$ cat config.mk
export PLATFORM = sky130hd
export DESIGN_NAME = spi_job_controller
export DESIGN_NICKNAME = d
export VERILOG_FILES = /design/src/rtl/spi_job_controller.sv
export SDC_FILE = /design/constraint.sdc
export NUM_CORES = 1
export LEC_CHECK = 0
export BUFFER_PORTS_ARGS = -buffer_cell sky130_fd_sc_hd__clkbuf_2
export CORE_ASPECT_RATIO = 1.75
export CORE_MARGIN = 2
export CORE_UTILIZATION = 61
export DETAILED_ROUTE_END_ITERATION = 12
export PLACE_DENSITY = 0.84
export SLEW_MARGIN = 15
export SYNTH_ARGS = -nofsm -noshare
export SYNTH_HDL_FRONTEND = slang
export SYNTH_SLANG_ARGS = --single-unit
$ cat constraint.sdc
create_clock -name clk_in -period 4.48 [get_ports clk_in]
set_input_delay 0.896 -clock clk_in [delete_from_list [all_inputs] [get_ports clk_in]]
set_output_delay 0.896 -clock clk_in [all_outputs]
set_load 0.05 [all_outputs]
$ cat src/rtl/spi_job_controller.sv
// Two-port SPI job sequencer: counts bits on the global (SPI0) and daisy (SPI1) ports,
// strobes completed words, starts/halts the worker core and drives the READY pull-down enable.
//
// state  | meaning
// IDLE   | waiting for a global frame
// GLOBAL | receiving the job broadcast on SPI0
// DAISY  | job loaded, receiving per-node data on SPI1
// RUN    | core is searching
// FOUND  | result held, READY pulled low until the host reads it out
// ERROR  | bad frame length, only a new global frame recovers
module spi_job_controller #(
    parameter int WORD_BITS    = 32,
    parameter int GLOBAL_WORDS = 8,
    parameter int DAISY_WORDS  = 1,
    localparam int GIDX_W      = (GLOBAL_WORDS > 1) ? $clog2(GLOBAL_WORDS) : 1
) (
    input  logic              clk_in,
    input  logic              reset_n_in,
    input  logic              cs0_n_in,
    input  logic              sck0_rise_in,
    input  logic              cs1_n_in,
    input  logic              sck1_rise_in,
    input  logic              core_found_in,
    input  logic              core_done_in,
    output logic              global_word_out,
    output logic [GIDX_W-1:0] global_index_out,
    output logic              daisy_word_out,
    output logic              core_start_out,
    output logic              core_halt_out,
    output logic              ready_oe_out,
    output logic              busy_out,
    output logic              frame_error_out,
    output logic [2:0]        state_out
);
    localparam int G_BITS = GLOBAL_WORDS * WORD_BITS;
    localparam int D_BITS = DAISY_WORDS * WORD_BITS;
    localparam int G_CW   = $clog2(G_BITS) + 1;
    localparam int D_CW   = $clog2(D_BITS) + 1;
    localparam logic [G_CW-1:0] G_FULL = G_CW'(G_BITS);
    localparam logic [G_CW-1:0] G_OVER = G_CW'(G_BITS + 1);
    localparam logic [D_CW-1:0] D_FULL = D_CW'(D_BITS);
    localparam logic [D_CW-1:0] D_OVER = D_CW'(D_BITS + 1);

    typedef enum logic [2:0] {
        ST_IDLE   = 3'd0,
        ST_GLOBAL = 3'd1,
        ST_DAISY  = 3'd2,
        ST_RUN    = 3'd3,
        ST_FOUND  = 3'd4,
        ST_ERROR  = 3'd5
    } state_t;

    state_t            state;
    logic              cs0_q, cs1_q;
    logic              cs0_fall, cs0_rise, cs1_fall, cs1_rise;
    logic [G_CW-1:0]   g_cnt, g_cnt_nxt;
    logic [D_CW-1:0]   d_cnt, d_cnt_nxt;
    logic              g_inc, d_inc;
    logic              g_word, d_word;
    logic [GIDX_W-1:0] g_idx;
    logic              g_exact, d_exact;

    assign cs0_fall = cs0_q && !cs0_n_in;
    assign cs0_rise = !cs0_q && cs0_n_in;
    assign cs1_fall = cs1_q && !cs1_n_in;
    assign cs1_rise = !cs1_q && cs1_n_in;

    // A pulse coinciding with the CS falling edge is the first bit of the new frame.
    always_comb begin
        g_cnt_nxt = g_cnt;
        g_inc     = 1'b0;
        if (cs0_fall) begin
            g_cnt_nxt = sck0_rise_in ? G_CW'(1) : '0;
            g_inc     = sck0_rise_in;
        end else if (!cs0_n_in && sck0_rise_in && g_cnt != G_OVER) begin
            g_cnt_nxt = g_cnt + G_CW'(1);
            g_inc     = 1'b1;
        end
    end

    always_comb begin
        d_cnt_nxt = d_cnt;
        d_inc     = 1'b0;
        if (cs1_fall) begin
            d_cnt_nxt = sck1_rise_in ? D_CW'(1) : '0;
            d_inc     = sck1_rise_in;
        end else if (!cs1_n_in && sck1_rise_in && d_cnt != D_OVER) begin
            d_cnt_nxt = d_cnt + D_CW'(1);
            d_inc     = 1'b1;
        end
    end

    assign g_word  = g_inc && ((int'(g_cnt_nxt) % WORD_BITS) == 0) && (g_cnt_nxt != G_OVER);
    assign d_word  = d_inc && ((int'(d_cnt_nxt) % WORD_BITS) == 0) && (d_cnt_nxt != D_OVER);
    assign g_idx   = GIDX_W'(int'(g_cnt_nxt) / WORD_BITS - 1);
    assign g_exact = (g_cnt == G_FULL);
    assign d_exact = (d_cnt == D_FULL);

    // CS history resets to deasserted so a CS held low through reset reads as a fresh frame start.
    always_ff @(posedge clk_in or negedge reset_n_in) begin
        if (!reset_n_in) begin
            cs0_q            <= 1'b1;
            cs1_q            <= 1'b1;
            g_cnt            <= '0;
            d_cnt            <= '0;
            global_word_out  <= 1'b0;
            global_index_out <= '0;
            daisy_word_out   <= 1'b0;
        end else begin
            cs0_q           <= cs0_n_in;
            cs1_q           <= cs1_n_in;
            g_cnt           <= g_cnt_nxt;
            d_cnt           <= d_cnt_nxt;
            global_word_out <= g_word;
            daisy_word_out  <= d_word;
            if (g_word) begin
                global_index_out <= g_idx;
            end
        end
    end

    always_ff @(posedge clk_in or negedge reset_n_in) begin
        if (!reset_n_in) begin
            state           <= ST_IDLE;
            core_start_out  <= 1'b0;
            core_halt_out   <= 1'b0;
            ready_oe_out    <= 1'b0;
            frame_error_out <= 1'b0;
        end else begin
            core_start_out <= 1'b0;
            core_halt_out  <= 1'b0;
            case (state)
                ST_IDLE: begin
                    if (!cs0_n_in) begin
                        state <= ST_GLOBAL;
                    end
                end
                ST_GLOBAL: begin
                    if (cs0_rise) begin
                        if (g_exact) begin
                            state <= ST_DAISY;
                        end else begin
                            state           <= ST_ERROR;
                            frame_error_out <= 1'b1;
                        end
                    end
                end
                ST_DAISY: begin
                    if (cs0_fall) begin
                        state <= ST_GLOBAL;
                    end else if (cs1_rise) begin
                        if (d_exact) begin
                            state          <= ST_RUN;
                            core_start_out <= 1'b1;
                        end else begin
                            state           <= ST_ERROR;
                            frame_error_out <= 1'b1;
                        end
                    end
                end
                ST_RUN: begin
                    // a new job preempts any result arriving in the same cycle
                    if (cs0_fall) begin
                        state         <= ST_GLOBAL;
                        core_halt_out <= 1'b1;
                    end else if (core_found_in) begin
                        state        <= ST_FOUND;
                        ready_oe_out <= 1'b1;
                    end else if (core_done_in) begin
                        state <= ST_IDLE;
                    end
                end
                ST_FOUND: begin
                    if (cs0_fall) begin
                        state         <= ST_GLOBAL;
                        core_halt_out <= 1'b1;
                        ready_oe_out  <= 1'b0;
                    end else if (cs1_rise && d_exact) begin
                        state        <= ST_IDLE;
                        ready_oe_out <= 1'b0;
                    end
                end
                ST_ERROR: begin
                    if (cs0_fall) begin
                        state           <= ST_GLOBAL;
                        frame_error_out <= 1'b0;
                    end
                end
                default: begin
                    state <= ST_IDLE;
                end
            endcase
        end
    end

    assign busy_out  = (state == ST_RUN);
    assign state_out = state;

endmodule

Word-level counts from Yosys, hierarchy flattened

Index checks and enable logic that the tools add are counted.

Flip-flop bits (word level): 29
Input bits: 8
Logic and storage cells: 105

Add/sub/neg operators: 3
Equality and inequality tests: 23
Multiplexer cells: 41
Reduce and logical (&&, ||, !) cells: 26

Operator list:

| kind                | number |
|---|---|
| $logic_not 32->1    | 2 |
| $mux 3              | 12 |
| $mux 1              | 22 |
| $mux 9              | 2 |
| $ne 2x2->1 const B  | 9 |
| $ne 9x9->1 const B  | 2 |
| $pmux 3 s6          | 1 |
| $logic_and 1x1->1   | 13 |
| $mux 6              | 2 |
| $ne 6x6->1 const B  | 2 |
| $add 9x1->9 const B | 1 |
| $eq 9x9->1 const B  | 1 |
| $reduce_and 7->1    | 1 |
| $add 6x1->6 const B | 1 |
| $eq 3x2->1 const B  | 2 |
| $eq 3x3->1 const B  | 2 |
| $eq 6x6->1 const B  | 1 |
| $ne 3x3->1 const B  | 2 |
| $reduce_and 6->1    | 1 |
| $logic_not 1->1     | 4 |
| $ne 4x3->1 const B  | 1 |
| $reduce_and 4->1    | 1 |
| $eq 3x1->1 const B  | 1 |
| $logic_not 3->1     | 1 |
| other kinds (6)     | 6 |

Longest topological paths before layout

Gate-level depths: netlist (run 1).

Depth after elaboration: 8
Depth in mapped cells: 9

Worst setup path before layout (run 1)

No wires, ideal clock.

Path kind: input port to flip-flop
Start point: input port cs0_n_in
End point: register global_index_out[2]
Library setup time: 0.125 ns
Data arrival time: 2.256 ns
Setup slack: 2.099 ns
Stages: 8
Buffers on the path: 0
Path through: nand4b_2 > nor2_1 > nand2_1 > xor2_1 > or2_1 > ha_1 > xor2_1 > mux2_4

Word-level cells in the longest chain between the ends: 8
Elaborated cells on any way between the ends: 13

RTL lines:

| element                         | RTL line | text |
|---|---|---|
| start, declared                 | 19       | `input logic cs0_n_in,` |
| $logic_not 1->1 *               | --       |  |
| $logic_and 1x1->1 (2 in series) | 75       | `end else if (!cs0_n_in && sck0_rise_in && g_cnt != G_OVER) begin` |
| $mux 9                          | 75       |  |
| $mux 9                          | 72       | `if (cs0_fall) begin` |
| $logic_not 32->1                | 93       | `assign g_word = g_inc && ((int'(g_cnt_nxt) % WORD_BITS) == 0) && (g_cnt_nxt != G_OVER);` |
| $logic_and 1x1->1 (2 in series) | 93       |  |
| end signal, assigned            | 117      | `global_index_out <= g_idx;` |
| end, declared                   | 26       | `output logic [GIDX_W-1:0] global_index_out,` |

Mark *: on every way between the ends. The rest lies on a longest branch, timed or not.
A chain may end at the register's enable or synchronous reset.

Worst setup path after layout (run 1)

Ends and elaborated chain as after synthesis.

==> results of run 1 <==
Yosys cell counts, types with 2 or more instances:
library cell  instances
dfrtp_1              27
nor2_1               27
inv_1                11
a21oi_1              10
xor2_1                8
ha_1                  7
nand2_1               7
nand3_1               6
nand2b_1              5
o21ai_0               5
nor2b_1               4
xnor2_1               4
nand4_1               3
nor3_1                3
o31ai_1               3
or3_1                 3
a21oi_2               2
a31oi_1               2
a32oi_1               2
clkbuf_1              2
dfstp_2               2
mux2_4                2
nor4b_1               2
nor4b_2               2
or4_1                 2
path summary, 6_finish.rpt:
| kind | start | to | cells after the start |
|---|---|---|---|
| setup / recovery | cs0_n_in | global_index_out[2]$_DFFE_PN0P_ | 9 |
| hold / removal | frame_error_out$_DFFE_PN0P_ | frame_error_out$_DFFE_PN0P_ | 2 |
| setup reg to reg | cs0_q$_DFF_PN1_ | global_index_out[0]$_DFFE_PN0P_ | 4 |
| hold reg to reg | frame_error_out$_DFFE_PN0P_ | frame_error_out$_DFFE_PN0P_ | 2 |
| max in group asynchronous | reset_n_in | ready_oe_out$_DFFE_PN0P_ | 1 |
| min in group asynchronous | reset_n_in | g_cnt[1]$_DFF_PN0_ | 1 |
registers in the layout (all words and copies together), names as in the netlist:
| register | count |
|---|---|
| state_out | 3 |
| cs1_q | 1 |
| core_halt_out | 1 |
| d_cnt | 6 |
| cs0_q | 1 |
| global_index_out | 3 |
| core_start_out | 1 |
| global_word_out | 1 |
| frame_error_out | 1 |
| g_cnt | 9 |
| ready_oe_out | 1 |
| daisy_word_out | 1 |
cells by family after synthesis:
family | share of synthesized area (%)
simple gates | 25.3
compound gates | 13.9
flops | 43.4
buf+inv | 3.65
xor+xnor | 6.26
fa+ha+maj | 5.22
mux | 2.38
power breakdown:
group	switching, mW	internal, mW
Sequential	0.0514	0.296
Combinational	0.180	0.0893
Clock	0.0950	0.138
metal layers:
layer | global-route usage, % | vias up | wire length, um
met2 | 44.0 | 58 | 1960
met5 | 0 | - | 0
li1 | - | 661 | -
met3 | 4.91 | 8 | 209
met1 | 26.6 | 683 | 1310
met4 | 13.1 | 0 | 76
worst max-delay path: cells and delay by family:
family | cells | cell delay (ns)
and+or+nand+nor | 4 | 0.75
adders and majority gates | 1 | 0.19
buffers and inverters | 1 | 0.15
muxes | 1 | 0.26
xor gates and xnor gates | 2 | 0.32
metrics by stage:
stage                     setup slack, ns  utilization [%]  hold WS (ns)  area (um2)
after floorplan                      2.10                -         0.496        1680
after global placement               1.85             67.4         0.482        1790
after detailed placement             1.79             67.4         0.501        1790
after CTS                            2.09             71.2         0.515        1890
after global routing                 1.95             71.2         0.542        1890
final                                2.08             71.2         0.514        1890
layout make-up:
type                       instances  area (um2)
clock buffer                       7        96.3
clock inverter                     1        5.00
timing repair buffer              20         100
tap                               27        33.8
fill                             198         764
multi-input combinational        130         890
sequential                        29         728
inverter                          11        41.3
==> summary.md, run 1 <==
| Metric | Value |
|---|---|
| Status | `complete, no violations` |
| Non-filler cells in the finished layout | `about 230` |
| Core area | `approximately 2700 um2` |
| Synthesized area per cell | `9.65 um2` |
| Postcts setup bufs | `0` |
| Detailed Route Iter0 Violations | `45` |
| Antenna violations before repair | `0` |
| Final antenna-violating net count | `0` |
| CTS max path bufs | `2` |
| Number of flops mapped to enable cells by yosys | `0` |
| Port Buffers | `20` |
| Dominant cell type by area after synthesis | `dfrtp_1` |
| Seq/Total Area, Yosys | `between 40% and 50%` |
| Routed wire length | `3550 um` |
| PostCTS Resize Cnt | `0` |
| Initial Util | `63.2%` |
| Hold Crit Class | `flip-flop to flip-flop` |
| FFs w/ async S/R, synth | `100%` |
| Crit-path slowest cell | `nand4b_2` |
| Worst vdd ir | `0.402 mV` |
| Share of layout cells above drive strength 1 | `21.2%` |
| Post-route setup TNS | `0 ns` |
| Gr usage total | `around a quarter` |
| Clk_lat worst skew | `between 0.2 and 0.3 ns` |
| HPWL after detailed placement | `2680 um` |
| Fin. Hold Viols | `0` |
| Vias in the first global route | `1395` |
| Distinct cells, synth | `48` |
| Largest net degree at the start of global routing | `30` |
| Hold buffers post-CTS | `0` |
| Die Span Y | `73.4 um` |
| First-pass GRT wire length | `5900 um` |
| Period Utilization, post-route | `53.6%` |
| Critical path capture point type | `flip-flop` |
| Crit path kind | `input port to flip-flop` |
| Clk pin slew, worst setup/hold paths | `about 0.060 ns` |
| Gate Count Post-Synth | `174` |
| Area delta synth->final | `12.8%` |
| Top-area cell type share of the netlist area | `a little over 40%` |
| Placed Cells | `217` |
| CTS tree | `done` |
| Synth Flop Type | `dfrtp_1` |
| Unrepaired setup endpoints after global routing | `false` |
| Pwr Total | `around 0.85 mW` |
| Die width | `43.7 um` |
| Max-slew headroom | `38.5%` |
| Final Net Count | `212` |
| Synth warn | `0` |
| Post-synthesis cell area | `between 1500 and 2000 um2` |
| Ant. Diodes | `0` |
| CTS Buf Count | `5` |
| Final worst path period need | `approximately 2.4 ns` |
| Cell breakdown of the critical path | `clkbuf_2 > nand4b_2 > nor2_1 > nand2_1 > xor2_1 > or2_1 > ha_1 > xor2_1 > mux2_4` |
| Clock root buffer | `clkbuf_8` |
| Synth Register Bits | `29` |
| Most frequent CP cell | `xor2_1` |
| GPL Wtd Cong | `just over 0.9` |
| Crit-path max FO | `9` |
| TritonRoute pass-1 iters | `4` |
| Synth top area cells | `dfrtp_1, nor2_1, ha_1, xor2_1, dfstp_2` |
| Flop2flop setup slack | `2.30 ns` |
| Syn Nets | `189` |
| # DRC | `0` |
| Setup crit start kind | `input port` |
| Max Fclk | `between 400 and 500 MHz` |
| Slew @ Worst Pin | `0.920 ns` |
| Worst clock skew | `0.00245 ns` |
| Max-cap viol count | `0` |
| WP data arrival | `2.57 ns` |
| Die Area | `about 3200 um2` |
| Routed WL per cell | `~16 um` |
| Vias post-DR | `1410` |
| PD cells | `449 nW/um2` |
| Vias per cell | `6.27` |
| # IOs | `21` |
| Worst path max stage delay | `0.28 ns` |
| # rows | `25` |
| Fin. max-slew vios | `0` |
| Aggregate global routing overflow | `0` |
| P_leak | `0.866 nW` |
| Htree depth | `2` |
| CP Data Required Time | `approximately 4.7 ns` |
| Final setup fails | `0` |
| Most frequent cells in the layout | `nor2_1, dfrtp_1, clkbuf_2` |
| Number of clock sinks | `29` |
Note: power is estimated with default switching activity, not from simulation.
==> inputs of run 2 (changes only) <==
--- a/config.mk
+++ b/config.mk
@@ -8,9 +8,9 @@
 export BUFFER_PORTS_ARGS = -buffer_cell sky130_fd_sc_hd__clkbuf_2
 export CORE_ASPECT_RATIO = 1.75
 export CORE_MARGIN = 2
-export CORE_UTILIZATION = 61
+export CORE_UTILIZATION = 57
 export DETAILED_ROUTE_END_ITERATION = 12
-export PLACE_DENSITY = 0.84
+export PLACE_DENSITY = 0.8
 export SLEW_MARGIN = 15
 export SYNTH_ARGS = -nofsm -noshare
 export SYNTH_HDL_FRONTEND = slang
==> constraint.sdc (replaced) <==
create_clock -name clk_in -period 2.47 [get_ports clk_in]
set_input_delay 0.494 -clock clk_in [delete_from_list [all_inputs] [get_ports clk_in]]
set_output_delay 0.494 -clock clk_in [all_outputs]
set_load 0.05 [all_outputs]
==> run 2 against run 1 <==
  * Total power is 75% higher
  * Core utilization is 5.2 points lower
  * Count of clock-buffer cells in the layout is 1 lower
  * Die area is 6.5% higher
  * Largest power group unchanged
==> summary.md, run 2 (synthesized netlist as in run 1, its figures left out) <==
| Metric | Value |
|---|---|
| Status | `complete, no violations (unchanged)` |
| # rows | `26 (was 25)` |
| Clock root buffer | `clkbuf_8 (unchanged)` |
| PD cells | `785 nW/um2 (was 449 nW/um2)` |
| Routed wire length | `3410 um (was 3550 um)` |
| Hold Crit Class | `input port to asynchronous set/reset pin (was flip-flop to flip-flop)` |
| Hold buffers post-CTS | `0 (unchanged)` |
| Max Fclk | `481 MHz` |
| Gr usage total | `23.0% (was 24.8%)` |
| First-pass GRT wire length | `5720 um (was 5900 um)` |
| Fin. max-slew vios | `0 (unchanged)` |
| Vias per cell | `5.96 (was 6.27)` |
| P_leak | `0.867 nW (was 0.866 nW)` |
| Port Buffers | `20 (unchanged)` |
| Crit path kind | `flip-flop to flip-flop (was input port to flip-flop)` |
| Vias post-DR | `1359 (was 1410)` |
| Biggest regs | `g_cnt (9), d_cnt (6) (unchanged)` |
| Aggregate global routing overflow | `0 (unchanged)` |
| Final Net Count | `214 (was 212)` |
| Largest register FFs | `9 (unchanged)` |
| Crit-path slowest cell | `dfrtp_1 (was nand4b_2)` |
| Largest Register | `g_cnt (unchanged)` |
| R2R depth | `8 (was 4)` |
| Period Utilization, post-route | `84.1%` |
| Global route hottest layer | `met2 (unchanged)` |
| Antenna violations before repair | `0 (unchanged)` |
| Setup crit start kind | `flip-flop (was input port)` |
| Detailed Route Iter0 Violations | `52 (was 45)` |
| Final setup fails | `0 (unchanged)` |
| HPWL after detailed placement | `2600 um (was 2680 um)` |
| Max-slew headroom | `52.3% (was 38.5%)` |
| Final worst path period need | `2.08 ns` |
| Share of layout cells above drive strength 1 | `21.5% (was 21.2%)` |
| Critical path buffers and inverters | `0 (was 1)` |
| Flop2flop setup slack | `0.39 ns (was 2.30 ns)` |
| Reg2Reg Launch Point | `g_cnt[2]$_DFF_PN0_ (was cs0_q$_DFF_PN1_)` |
| Final antenna-violating net count | `0 (unchanged)` |
| # IOs | `21 (unchanged)` |
| Met1 Usage GRT | `26.1% (was 26.6%)` |
| Most frequent CP cell | `xor2_1 (unchanged)` |
| Largest net degree at the start of global routing | `30 (unchanged)` |
| WP data arrival | `2.24 ns (was 2.57 ns)` |
| Slew @ Worst Pin | `0.715 ns (was 0.920 ns)` |
| Multi-input gate area | `890 um2 (unchanged)` |
| PostCTS Resize Cnt | `0 (unchanged)` |
| Die width | `45.0 um (was 43.7 um)` |
| Reg2Reg Capture Point | `global_index_out[2]$_DFFE_PN0P_ (was global_index_out[0]$_DFFE_PN0P_)` |
| Worst clock skew | `0.00532 ns (was 0.00245 ns)` |
| CP Data Required Time | `2.64 ns (was 4.65 ns)` |
| CTS max path bufs | `2 (unchanged)` |
| CP delay by family, top | `simple AND/OR/NAND/NOR gates (unchanged)` |
| Post-route setup TNS | `0 ns (unchanged)` |
| CTS tree | `done (unchanged)` |
| Cell breakdown of the critical path | `nand4b_2 > nor2_1 > nand2_1 > xor2_1 > or2_1 > ha_1 > xor2_1 > mux2_4 (was clkbuf_2 > nand4b_2 > nor2_1 > nand2_1 > xor2_1 > or2_1 > ha_1 > xor2_1 > mux2_4)` |
| Fill count | `237 (was 198)` |
| Vias in the first global route | `1339 (was 1395)` |
| Unrepaired setup endpoints after global routing | `false (unchanged)` |
| Worst Setup SP | `g_cnt[2]$_DFF_PN0_ (was cs0_n_in)` |
| CTS Buf Count | `5 (unchanged)` |
| Critical path capture point type | `flip-flop (unchanged)` |
| Fin. Hold Viols | `0 (unchanged)` |
| GPL Wtd Cong | `0.891 (was 0.910)` |
| M3 GR Usage | `6.64% (was 4.91%)` |
| Number of clock sinks | `29 (unchanged)` |
| Met2 Usage GRT | `39.8% (was 44.0%)` |
| Initial Util | `58.7% (was 63.2%)` |
| Max-cap viol count | `0 (unchanged)` |
| Register area | `728 um2 (unchanged)` |
| Most frequent cells in the layout | `nor2_1, dfrtp_1, clkbuf_2 (unchanged)` |
| Final hold slack | `0.258 ns (was 0.514 ns)` |
| Final core occ | `66.1% (was 71.2%)` |
| Die Span Y | `75.8 um (was 73.4 um)` |
| Worst vdd ir | `0.574 mV (was 0.402 mV)` |
| TritonRoute pass-1 iters | `4 (unchanged)` |
| Ant. Diodes | `0 (unchanged)` |
| Postcts setup bufs | `0 (unchanged)` |
| Die Area | `3410 um2 (was 3200 um2)` |
| Worst path max stage delay | `0.50 ns (was 0.28 ns)` |
| Area delta synth->final | `12.7% (was 12.8%)` |
| Routed WL per cell | `15.0 um (was 15.8 um)` |
| # DRC | `0 (unchanged)` |
| Clk_lat worst skew | `0.28 ns (about the same)` |
| Clk pin slew, worst setup/hold paths | `0.06 ns (about the same)` |
| Crit-path max FO | `6 (was 9)` |
| Htree depth | `2 (unchanged)` |
| Core area | `2860 um2 (was 2660 um2)` |
-- run 2: changes by cell type in the layout (fill, tap and decap cells not counted) --
cell / previous run / this run
buf_4: 0 / 2
clkbuf_1: 0 / 1
clkbuf_8: 7 / 5
clkinv_2: 1 / 2
-- run 2: worst reg2reg max path: cells and delay by family, from the launching register on --
kind / cells / cell delay, ns
XOR/XNOR: 2 / 0.32
adder cells (fa/ha/maj): 1 / 0.19
flip-flops: 1 / 0.50
multiplexers: 1 / 0.25
AND/OR/NAND/NOR: 4 / 0.70
-- run 2: per-layer routing --
| layer | vias up | routed length, um |
|---|---|---|
| met5 | - | 0 |
| met4 | 0 | 53 |
| met3 | 7 | 173 |
| met2 | 44 | 1860 |
| met1 | 646 | 1320 |
| li1 | 662 | - |
-- run 2: worst max-delay path by stage --
stage,end,cells past startpoint
2_1_floorplan,global_index_out[2]$_DFFE_PN0P_,8
3_3_place_gp,global_index_out[2]$_DFFE_PN0P_,9
3_5_place_dp,global_index_out[2]$_DFFE_PN0P_,9
4_1_cts,global_index_out[0]$_DFFE_PN0P_,5
5_1_grt,global_index_out[0]$_DFFE_PN0P_,6
6_report,global_index_out[2]$_DFFE_PN0P_,8
-- run 2: metrics by stage --
step           area (um2)  power [mW]  cells  worst slack (ns)
5_1_grt              1890        1.58    228             0.283
2_1_floorplan        1680        1.01    174             0.491
4_1_cts              1890        1.50    228             0.393
6_report             1890        1.49    228             0.393
3_5_place_dp         1810        1.13    220             0.159
3_3_place_gp         1810        1.11    220             0.238
-- run 2: power by group --
part / total, mW / switching (mW) / internal, mW
Combinational: 0.493 / 0.329 / 0.164
Clock: 0.365 / 0.170 / 0.194
Sequential: 0.628 / 0.0913 / 0.537
-- run 2: area by class of cell --
class	instances	area share [%]
Clock inverter	2	0.529
Inverter	11	2.18
Tap cell	28	1.85
Clock buffer	6	3.84
Timing Repair Buffer	22	6.08
Sequential cell	29	38.5
Multi-Input combinational cell	130	47.0
==> inputs of run 3 (changes only) <==
--- a/config.mk
+++ b/config.mk
@@ -5,12 +5,13 @@
 export SDC_FILE = /design/constraint.sdc
 export NUM_CORES = 1
 export LEC_CHECK = 0
+export ABC_AREA = 1
 export BUFFER_PORTS_ARGS = -buffer_cell sky130_fd_sc_hd__clkbuf_2
 export CORE_ASPECT_RATIO = 1.75
 export CORE_MARGIN = 2
 export CORE_UTILIZATION = 57
 export DETAILED_ROUTE_END_ITERATION = 12
-export PLACE_DENSITY = 0.8
+export PLACE_DENSITY = 0.79
 export SLEW_MARGIN = 15
 export SYNTH_ARGS = -nofsm -noshare
 export SYNTH_HDL_FRONTEND = slang
==> constraint.sdc (replaced) <==
create_clock -name clk_in -period 1.95 [get_ports clk_in]
set_input_delay 0.39 -clock clk_in [delete_from_list [all_inputs] [get_ports clk_in]]
set_output_delay 0.39 -clock clk_in [all_outputs]
set_load 0.05 [all_outputs]
==> run 3 against run 2 <==
  * Setup slack worse by 0.35 ns
  * Non-clock buffer count up 13
  * Flip-flop and latch count unchanged
  * Die area up 4.4%
  * Design area up 14%
  * Hold slack worse by 0.10 ns
  * Core utilization up 7.4 points
  * Critical path depth up 8
==> summary.md, run 3 <==
| Metric | Value |
|---|---|
| Compound-Gate Fraction of Synth Area | `7.47% (was 13.9%)` |
| Switching pwr | `1.02 mW (was 0.590 mW)` |
| Initial Util | `60.0% (was 58.7%)` |
| HPWL after detailed placement | `2980 um (was 2600 um)` |
| Vias post-DR | `1677 (was 1359)` |
| Port Buffers | `20 (unchanged)` |
| CTS Buf Count | `5 (unchanged)` |
| Synthesized area per cell | `7.42 um2 (was 9.65 um2)` |
| Final setup fails | `0 (unchanged)` |
| Part of the power in registers | `36.0% (was 42.3%)` |
| Final worst path period need | `1.91 ns (was 2.08 ns)` |
| Fin. max-slew vios | `0 (unchanged)` |
| Clk pin slew, worst setup/hold paths | `0.06 ns (about the same)` |
| Post-Synth Adder-Cell Area | `4.98% (was 5.22%)` |
| Routed WL per cell | `13.0 um (was 15.0 um)` |
| Worst path max stage delay | `0.38 ns (was 0.50 ns)` |
| CP Data Required Time | `2.17 ns (was 2.64 ns)` |
| Unrepaired setup endpoints after global routing | `true (was false)` |
| Hold buffers post-CTS | `0 (unchanged)` |
| Multiplexer share of the synthesized area | `0% (was 2.38%)` |
| Post-synthesis simple-gate area fraction | `35.6% (was 25.3%)` |
| Gate Count Post-Synth | `237 (was 174)` |
| Vias per cell | `5.46 (was 5.96)` |
| Detailed Route Iter0 Violations | `39 (was 52)` |
| Routed wire length | `3990 um (was 3410 um)` |
| Pint | `1.27 mW (was 0.895 mW)` |
| Area delta synth->final | `22.3% (was 12.7%)` |
| Core area | `2930 um2 (was 2860 um2)` |
| TritonRoute pass-1 iters | `6 (was 4)` |
| Biggest regs | `g_cnt (9), d_cnt (6) (unchanged)` |
| Antenna violations before repair | `0 (unchanged)` |
| FFs w/ async S/R, synth | `100% (unchanged)` |
| Hold Crit Class | `input port to asynchronous set/reset pin (unchanged)` |
| Period Utilization, post-route | `97.8% (was 84.1%)` |
| Largest register FFs | `9 (unchanged)` |
| Final antenna-violating net count | `0 (unchanged)` |
| Htree depth | `2 (unchanged)` |
| Worst clock skew | `0.00721 ns (was 0.00532 ns)` |
| CTS tree | `done (unchanged)` |
| Critical path capture point type | `flip-flop (unchanged)` |
| CTS max path bufs | `2 (unchanged)` |
| Commonest non-fill, non-tap cell in the layout | `nand2_1` |
| Crit-path slowest cell | `dfrtp_1 (unchanged)` |
| Most frequent cell after synthesis | `nand2_1` |
| Post-route setup TNS | `0 ns (unchanged)` |
| # rows | `26 (unchanged)` |
| WP data arrival | `2.13 ns (was 2.24 ns)` |
| Number of clock sinks | `29 (unchanged)` |
| Worst vdd ir | `1.14 mV (was 0.574 mV)` |
| Most frequent cells in the layout | `nand2_1, inv_1, nor2_1, nand3_1, dfrtp_1 (was nor2_1, dfrtp_1, clkbuf_2)` |
| Cell area after placement | `1940 um2 (was 1810 um2)` |
| Slew @ Worst Pin | `0.707 ns (was 0.715 ns)` |
| Number of flops mapped to enable cells by yosys | `0 (unchanged)` |
| Flop2flop setup slack | `0.04 ns (was 0.39 ns)` |
| Largest family of logic cells by synthesized area | `simple AND/OR/NAND/NOR gates (unchanged)` |
| Max Fclk | `524 MHz (was 481 MHz)` |
| Aggregate global routing overflow | `0 (unchanged)` |
| Fin area | `2150 um2 (was 1890 um2)` |
| Final core occ | `73.5% (was 66.1%)` |
| Non-filler cells in the finished layout | `307 (was 228)` |
| Comb power frac | `42.8% (was 33.2%)` |
| Status | `complete, no violations (unchanged)` |
| Gr usage total | `25.3% (was 23.0%)` |
| Post-synthesis cell area | `1760 um2 (was 1680 um2)` |
| GPL Wtd Cong | `0.873 (was 0.891)` |
| Largest Register | `g_cnt (unchanged)` |
| Share of layout cells above drive strength 1 | `25.4% (was 21.5%)` |
| PD cells | `1070 nW/um2 (was 785 nW/um2)` |
| Syn Nets | `252 (was 189)` |
| Distinct cells, synth | `30 (was 48)` |
| Die Area | `3560 um2 (was 3410 um2)` |
| Clock root buffer | `clkbuf_8 (unchanged)` |
| Cell breakdown of the critical path | `inv_2 > ha_4 > nand2_4 > nor2_4 > nand2_4 > nand2_8 > nor2_4 > nand2_2 > nor2_2 > nor2_1 > nand2_1 > ha_2 > nand3b_1 > nand2_1 > nand4_1 > nand2_1 (was nand4b_2 > nor2_1 > nand2_1 > xor2_1 > or2_1 > ha_1 > xor2_1 > mux2_4)` |
| Die width | `46.0 um (was 45.0 um)` |
| Die Span Y | `77.5 um (was 75.8 um)` |
| Clock Power Share | `21.2% (was 24.5%)` |
| First-pass GRT wire length | `6580 um (was 5720 um)` |
| Seq/Total Area, Yosys | `41.4% (was 43.4%)` |
| XOR/XNOR Fraction of Synth Area | `0.498% (was 6.26%)` |
| Crit path kind | `flip-flop to flip-flop (unchanged)` |
| Synth Register Bits | `29 (unchanged)` |
| Clk_lat worst skew | `0.28 ns (about the same)` |
| DP Worst Slack | `0.0118 ns (was 0.159 ns)` |
| Largest net degree at the start of global routing | `30 (unchanged)` |
| # IOs | `21 (unchanged)` |
| Vias in the first global route | `1595 (was 1339)` |
| Most frequent CP cell | `nand2_1 (was xor2_1)` |
| Max-slew headroom | `52.9% (was 52.3%)` |
| Fin. Hold Viols | `0 (unchanged)` |
| Final Net Count | `294 (was 214)` |
| Dominant cell type by area after synthesis | `dfrtp_1 (unchanged)` |
| Max-cap viol count | `0 (unchanged)` |
| Fill count | `258 (was 237)` |
| Worst setup margin | `0.0424 ns (was 0.393 ns)` |
| P_leak | `1.17 nW (was 0.867 nW)` |
| Placed Cells | `292 (was 220)` |
| Switch share | `44.5% (was 39.7%)` |
| Synth Flop Type | `dfrtp_1 (unchanged)` |
| Synth top area cells | `dfrtp_1, nand2_1, inv_1, nand3_1, nor2_1 (was dfrtp_1, nor2_1, ha_1, xor2_1, dfstp_2)` |
| # DRC | `0 (unchanged)` |
| Synth cell count leaders | `nand2_1, inv_1, dfrtp_1, nand3_1, nor2_1 (was dfrtp_1, nor2_1, inv_1, a21oi_1, xor2_1)` |
| Top-area cell type share of the netlist area | `38.4% (was 40.2%)` |
| Synth warn | `0 (unchanged)` |
| Setup crit start kind | `flip-flop (unchanged)` |
| Ant. Diodes | `0 (unchanged)` |
| Crit-path max FO | `5 (was 6)` |
## run 3: cell types whose count changed after synthesis, moves of 3 or more
cell,change
inv_2,+6
inv_1,+27
nor4_1,+3
xnor2_1,-3
nor2b_1,-4
o21ai_1,+3
xor2_1,-8
nor2_2,+5
nand2b_1,-5
nand2_1,+44
nand3_1,+21
a21oi_1,-5
## run 3: critical path, delay by kind of cell (launching register included)
kind                       cells  cell delay, ns
adders and majority gates      2            0.30
buffers and inverters          1            0.08
and+or+nand+nor               13            1.07
DFF                            1            0.38
## run 3: kinds of logic (layout without fill, tap and decap cells)
family / after synthesis / after routing
buffers and inverters: 45 / 86
DFF: 29 / 29
adders and majority gates: 7 / 7
AOI/OAI and AO/OA: 23 / 23
xor gates and xnor gates: 1 / 1
and+or+nand+nor: 132 / 133
## run 3: timing repair
action / in CTS / in global routing
pin swaps: 1 / 5
resized for setup: 0 / 14
cloned: 0 / 1
setup buffers: 0 / 7
hold endpoints to repair: 0 / 0
endpoints found under the setup margin: 1 / 2
## run 3: per-stage QoR
step                      total power [mW]  hold slack (ns)
final                                 2.29            0.157
after global routing                  2.45            0.222
after CTS                             2.27            0.171
after detailed placement              1.78            0.463
after global placement                1.77            0.460
after floorplan                       1.54           0.0944
## run 3: area by class of cell
type / instances / area [um2] / share of cell area [%]
multi-input cells: 164 / 922 / 42.9
inverters: 44 / 165 / 7.68
clock buffers: 7 / 86.3 / 4.01
well taps: 28 / 35.0 / 1.63
flip-flops and latches: 29 / 729 / 33.9
repair buffers: 35 / 213 / 9.89
## run 3: path summary, 6_finish.rpt
| kind | to | depth (start not counted) | startpoint |
|---|---|---|---|
| min | ready_oe_out$_DFFE_PN0P_ | 1 | reset_n_in |
| max in group asynchronous | g_cnt[2]$_DFF_PN0_ | 1 | reset_n_in |
| min in group clk_in | cs1_q$_DFF_PN1_ | 1 | cs1_n_in |
| min reg2reg | global_index_out[0]$_DFFE_PN0P_ | 2 | global_index_out[0]$_DFFE_PN0P_ |
| max reg2reg | global_index_out[2]$_DFFE_PN0P_ | 16 | g_cnt[1]$_DFF_PN0_ |
| max | global_index_out[2]$_DFFE_PN0P_ | 16 | g_cnt[1]$_DFF_PN0_ |
## run 3: routing by layer
metal	share of wire [%]	GRT usage (%)
met1	36	25.0
met2	59	45.8
met3	1.6	5.35
met4	3.2	12.0
met5	0	0
## run 3: power groups by stage
stage | Combinational [mW] | Clock (mW) | Sequential, mW
detailed placement | 0.952 | 0 | 0.830
global route | 1.09 | 0.519 | 0.840
CTS | 0.957 | 0.498 | 0.820
floorplan | 0.433 | 0 | 1.11
finish | 0.982 | 0.485 | 0.826
global placement | 0.941 | 0 | 0.830
